==> src/rtl/mac_pkg.sv <==
// Shared definitions for the shift-add MAC controller and its datapath.
package mac_pkg;

   typedef enum logic [2:0] {
      S_IDLE = 3'd0,
      S_LOAD = 3'd1,
      S_MUL  = 3'd2,
      S_ACC  = 3'd3,
      S_DONE = 3'd4
   } mac_state_e;

   localparam int unsigned MAC_WIDTH  = 8;
   localparam int unsigned MAC_TERM_W = 8;

endpackage

==> src/rtl/mac_iter_cnt.sv <==
// Iteration counter: synchronous clear, enable, terminal count at WIDTH-1.
module mac_iter_cnt #(
   parameter int unsigned WIDTH = 8
) (
   input  logic                       clk,
   input  logic                       rst,
   input  logic                       clr,
   input  logic                       en,
   output logic [$clog2(WIDTH)-1:0]   cnt,
   output logic                       tc
);

   localparam int unsigned CW = $clog2(WIDTH);

   always_comb begin
      tc = (cnt == CW'(WIDTH - 1));
   end

   // Returns to zero after the last iteration rather than relying on natural wrap.
   always_ff @(posedge clk or posedge rst) begin
      if (rst) begin
         cnt <= '0;
      end else if (clr) begin
         cnt <= '0;
      end else if (en) begin
         cnt <= tc ? '0 : cnt + CW'(1);
      end
   end

endmodule

==> src/rtl/mac_seq_ctrl.sv <==
// Sequencer for the shift-add multiply-accumulate datapath: LOAD, WIDTH x MUL,
// ACC, DONE, with abort back to IDLE.
module mac_seq_ctrl
   import mac_pkg::*;
#(
   parameter int unsigned WIDTH  = MAC_WIDTH,
   parameter int unsigned TERM_W = MAC_TERM_W
) (
   input  logic                       CLK,
   input  logic                       CLR,
   input  logic                       start,
   input  logic                       first,
   input  logic                       abort,
   input  logic                       q0,
   output logic                       ready,
   output logic                       ld_op,
   output logic                       add_en,
   output logic                       shift_en,
   output logic                       acc_add,
   output logic                       acc_load,
   output logic                       done,
   output logic                       busy,
   output logic [$clog2(WIDTH)-1:0]   bit_cnt,
   output logic [TERM_W-1:0]          term_cnt
);

   mac_state_e state;
   logic       first_q;
   logic       cnt_clr;
   logic       cnt_en;
   logic       cnt_tc;
   logic       in_flight;

   always_comb begin
      in_flight = (state == S_LOAD) || (state == S_MUL) || (state == S_ACC);
      cnt_clr   = (state == S_LOAD) || (abort && in_flight);
      cnt_en    = (state == S_MUL);
   end

   mac_iter_cnt #(
      .WIDTH (WIDTH)
   ) u_bit_cnt (
      .clk (CLK),
      .rst (CLR),
      .clr (cnt_clr),
      .en  (cnt_en),
      .cnt (bit_cnt),
      .tc  (cnt_tc)
   );

   always_ff @(posedge CLK or posedge CLR) begin
      if (CLR) begin
         state    <= S_IDLE;
         first_q  <= 1'b0;
         term_cnt <= '0;
      end else begin
         case (state)
            S_IDLE: begin
               if (start && !abort) begin
                  state   <= S_LOAD;
                  first_q <= first;
               end
            end
            S_LOAD: state <= abort ? S_IDLE : S_MUL;
            S_MUL: begin
               if (abort) begin
                  state <= S_IDLE;
               end else if (cnt_tc) begin
                  state <= S_ACC;
               end
            end
            S_ACC: begin
               if (abort) begin
                  state <= S_IDLE;
               end else begin
                  term_cnt <= first_q ? TERM_W'(1) : term_cnt + TERM_W'(1);
                  state    <= S_DONE;
               end
            end
            S_DONE:  state <= S_IDLE;
            default: state <= S_IDLE;
         endcase
      end
   end

   // Strobes decode the registered state; abort masks them in the same cycle.
   always_comb begin
      ready    = (state == S_IDLE);
      busy     = in_flight;
      ld_op    = (state == S_LOAD) && !abort;
      shift_en = (state == S_MUL) && !abort;
      add_en   = (state == S_MUL) && !abort && q0;
      acc_load = (state == S_ACC) && !abort && first_q;
      acc_add  = (state == S_ACC) && !abort && !first_q;
      done     = (state == S_DONE);
   end

endmodule

==> config.mk <==
export PLATFORM = sky130hd
export DESIGN_NAME = mac_seq_ctrl
export DESIGN_NICKNAME = d
export VERILOG_FILES = /design/src/rtl/mac_pkg.sv /design/src/rtl/mac_iter_cnt.sv /design/src/rtl/mac_seq_ctrl.sv
export SDC_FILE = /design/constraint.sdc
export NUM_CORES = 1
export LEC_CHECK = 0
export ABC_CLOCK_PERIOD_IN_PS = 1300
export CORE_MARGIN = 5
export CORE_UTILIZATION = 41
export CTS_CLUSTER_DIAMETER = 80
export CTS_CLUSTER_SIZE = 8
export DETAILED_ROUTE_END_ITERATION = 10
export PLACE_DENSITY = 0.74
export SYNTH_ARGS = -nofsm -noshare
export SYNTH_HDL_FRONTEND = slang
export SYNTH_SLANG_ARGS = --single-unit
==> constraint.sdc <==
create_clock -name CLK -period 1.3 [get_ports CLK]
set_input_delay 0.13 -clock CLK [delete_from_list [all_inputs] [get_ports CLK]]
set_output_delay 0.13 -clock CLK [all_outputs]
set_load 0.05 [all_outputs]
; Word level (Yosys, flattened, before mapping)
; Cells that the tools add are included.
[word_totals]
wordCells = 42
input_bits = 6
ff_bits = 15
[classes]
bitwise = 1
addsub = 2
n_mux = 10
reduce_logical = 18
n_eq_ne = 7
[ops]
columns = cell, count
row1 = two-way mux 3 bit, 7
row2 = one-hot mux 3 bit (4 select lines), 1
row3 = "adder 8 x 1 -> 8 bit, second input constant", 1
row4 = logical AND 1 bit, 8
row5 = two-way mux 8 bit, 1
row6 = "equality test 3 x 2 -> 1 bit, second input constant", 2
row7 = "equality test 3 bit, second input constant", 2
row8 = AND reduction 2 bit, 3
row9 = "adder 3 x 1 -> 3 bit, second input constant", 1
row10 = "equality test 3 x 1 -> 1 bit, second input constant", 1
row11 = logical NOT 3 bit, 1
row12 = logical OR 1 bit, 3
row13 = "!= test 3 x 2 -> 1 bit, second input constant", 1
row14 = logical NOT 1 bit, 2
row15 = two-way mux 2 bit, 1
row16 = "!= test 2 x 1 -> 1 bit, second input constant", 1
row17 = nonzero test 2 bit, 1
row18 = inverter 1 bit, 1

; Longest topological paths before layout
[logic_depth]
depth_word = 6
depth_mapped = 7

; Cells and area by module
; Synthesis repeated with hierarchy kept, for this count alone.
[unflattened]
cells_unflattened = 87
hier_area_um2 = 833.3
[modules_own_cells]
columns = module, n_inst, area_per_inst_um2, cells_per_inst
row1 = mac_seq_ctrl, 1, 678.2, 74
row2 = mac_iter_cnt, 1, 155.1, 13

; Worst setup path after synthesis
; OpenSTA, ideal clock, no wires.
[synth_timing]
kind = reg-to-reg
from = register state[1]
to = register state[1]
t_arrival_ns = 2.600
path_slack_ns = -1.379
n_path_buf = 1
path_stages_with_launch = 4
setup_time_ns = 0.079
path_cell_list = dfrtp_1 clkbuf_1 nor4b_1 o21bai_1
[synth_between]
elab_chain_cells = 3
elab_cells_between_ends = 8
cone_classes = eq/ne: 5 / mux: 1 / reduce/logical: 2
[synth_lines]
columns = item, line
row1 = start: declaration, mac_seq_ctrl.sv:27  ; mac_state_e state;
row2 = start signal: assignment, mac_seq_ctrl.sv:64  ; S_LOAD: state <= abort ? S_IDLE : S_MUL;
row3 = equality test 3 x 2 -> 1 bit or logical NOT 3 bit (tied branches), mac_seq_ctrl.sv:57  ; case (state)
row4 = != test 3 x 2 -> 1 bit (no source line) or != test 2 x 1 -> 1 bit (tied branches), -
row5 = AND reduction 2 bit (no source line), -
; Several ways; a longest one is shown, not always the timed one.
; A chain may end at the register's enable or synchronous reset.

; Worst setup path in the final report
[layout_timing]
from = register state[2]
to = output port add_en
[layout_between]
elab_chain_cells = 3
[layout_lines]
columns = item, line
row1 = equality test 3 x 2 -> 1 bit, mac_seq_ctrl.sv:92  ; add_en = (state == S_MUL) && !abort && q0;
row2 = logical AND 1 bit (2 in a row), mac_seq_ctrl.sv:92
row3 = end: declaration, mac_seq_ctrl.sv:17  ; output logic add_en,
; No other way between the ends.

==> results.ini <==
[run_status]
outcome=finished with violations
violations=setup timing

[cts]
htreeDepth=1
root_buffer=clkbuf_4
clock-sinks=15
clkLatencyLatePin_ns=0.32
clock_path_buffers=2
tritoncts=done
cts_hold_buf=0
clk_pin_slew_ns=0.10
numCtsBuffers=3

[final_layout]
antennaDiodeCount=0
syn2layout_area_growth_pct=121.9
regArea_um2=387.9
num-fill-cells=42
mostFrequentLayoutCells=buf_4 (23), buf_12 (19), buf_6 (12)
multiInputGateArea_um2=671.9
final_cells=176
final_common_cell=buf_4
nets=159
post-route-util_pct=95.79
drive_gt1_share_pct=71.81

[logic_synthesis]
avgSynthCellArea_um2=9.412
syn_area_um2=847.1
ys_top_cells_by_area=dfrtp_1 (44%), o21ai_0 (5.3%), ha_1 (4.4%)
syn-num-nets=99
ys_types=31
synth_largest_area_cell=dfrtp_1
syn_inst=90
ys_ff_latch=15
synth_warnings=0
seq_area_frac_synth_pct=44.31
yosysTopAreaCellShare_pct=44.31

[die]
boundaryPins=25
die_area_mm2=0.003075
die_w_um=55.46
core_mm2=0.001962
initial_core_util_pct=43.18
fp-row-count=16
die_y_um=55.46

[sta]
final-setup-viol-count=18
grt_setup_unrepaired=yes
slew_viol_final=0
hold_ws_ns=0.1362
finalWorstPathRequiredPeriod_ns=1.583
max_slew_margin_pct=71.39
finalCritPeriodShare_pct=121.8
worst_slack_ns=-0.2833
finalHoldViolCount=0
worst_pin_slew_ns=0.4224
fin_skew_ns=0.009432
fin_tns_setup_ns=-2.869
max_freq_mhz=631.6

[global_route]
grt_pass1_vias=1084
grt-ovfl-total=0
grtUsageMet3_pct=4.895
grt_max_degree=16
grt_busiest_layer=met2
grt_pass1_wl_um=5644
antenna_found_initial=0
grtUsageMet2_pct=38.85
grt_usage_pct=23.47
globalRouteMet1Util_pct=28.28

[setup_path]
timing.critical_path.to=add_en
setup.worst_path.start_class=flip-flop
worst-path-max-fanout=4
reg2reg_depth=5
startpoint=state[2]
worstSetupEndpointType=primary output
crit_arrival_ns=1.45
ff2ff_setup_slack_ns=-0.24
r2r_end=u_bit_cnt.cnt[1]
crit_required_ns=1.17
r2r_start=state[0]
critical_path_class=reg -> out

[place]
dp_hpwl_um=2014
placed_cells=158
gp_congestion=0.9122
port_buffers=24

[route]
drt_iter0_markers=51
via_per_inst=6.426
vias=1131
finalWirelength_um=4874
drc=0
wire_per_inst_um=27.69
first_pass_iters=4
ant_nets=0

[min_path]
min_path_type=in -> async

[flow_run]
maxCapViolations=0

[power_and_ir_drop]
finalPower_uw=1734
power_per_cell_area_mw_per_mm2=922.6
ir_drop_mv=0.9883
power.leakage_uw=0.0007791

## metal layers
layer	routed length [µm]	up-vias	part of all wire [%]
met2	2323	96	48
met4	429	0	8.8
li1	-	450	-
met1	1687	549	35
met3	434	36	8.9
met5	0	-	0
## worst min-delay path by stage
stage | to | slack (ns) | cells past startpoint
2_1_floorplan | first_q | 0.03 | 1
3_3_place_gp | u_bit_cnt.cnt[2] | 0.44 | 3
6_report | state[0] | 0.14 | 3
4_1_cts | term_cnt[3] | 0.18 | 3
5_1_grt | term_cnt[7] | 0.13 | 3
3_5_place_dp | u_bit_cnt.cnt[2] | 0.49 | 3
## what timing repair did
item | 4_1_cts | 5_1_grt
endpoints found under the setup margin | 10 | 19
endpoints found under the hold margin | 0 | 0
resized for setup | 19 | 39
pin swaps | 5 | 12
setup buffers | 11 | 4
## logic make-up after synthesis
group                    count (synthesis)  share of synthesized area, %
AO/OA/AOI/OAI                           22                         16.25
adder cells (fa/ha/maj)                  3                         4.432
buffers and inverters                    8                         5.464
flip-flops                              15                         44.31
multiplexers                             2                         2.511
AND/OR/NAND/NOR                         40                         27.03
## sequential cells by signal, summed over array words and instances (netlist names)
signal	cells
first_q	1
state	3
term_cnt	8
u_bit_cnt.cnt	3
## power by group
group	internal, µW	switching [µW]	leakage (µW)	total (µW)
clock	120	179	0.0000150	299
combinational	389	456	0.000590	845
sequential	513	77.1	0.000174	590
## synthesized netlist by cell type
cell and number:
dfrtp_1 15, nand2_1 10, nor2_1 10, o21ai_0 9
nand3_1 6, a31oi_1 4, inv_1 4, ha_1 3
o31ai_1 3, buf_6 2, nor2b_1 2, o211ai_1 2
or4b_1 2, a21oi_1 1, and2_1 1, and3b_1 1
buf_2 1, clkbuf_1 1, mux2_2 1, mux2i_1 1
nand2b_1 1, nand4b_1 1, nand4bb_4 1, nor3_1 1
nor3b_1 1, nor4_1 1, nor4b_1 1, o21bai_1 1
o311ai_0 1, o311ai_1 1, or3_1 1
## area by class of cell
| class | count | share of cell area (%) |
|---|---|---|
| inverters | 4 | 1.132 |
| flip-flops and latches | 15 | 20.64 |
| clock buffers | 4 | 1.398 |
| repair buffers | 59 | 39.28 |
| well taps | 27 | 1.798 |
| multi-input cells | 67 | 35.75 |
## worst max-delay path, stage by stage (launching register included)
cell and delay (ns):
dfrtp_1 0.41, buf_6 0.14, nor2_4 0.12, nand2_4 0.08, nor3b_4 0.22, buf_12 0.17
## per-stage QoR
| stage | setup WS [ns] | instance area (µm²) |
|---|---|---|
| global placement | -0.1929 | 1533 |
| global route | -0.3451 | 1879 |
| CTS | -0.2490 | 1700 |
| floorplan | -0.1820 | 954.7 |
| detailed placement | -0.2188 | 1533 |
| finish | -0.2833 | 1879 |
Power figures use the tool's default switching activity.
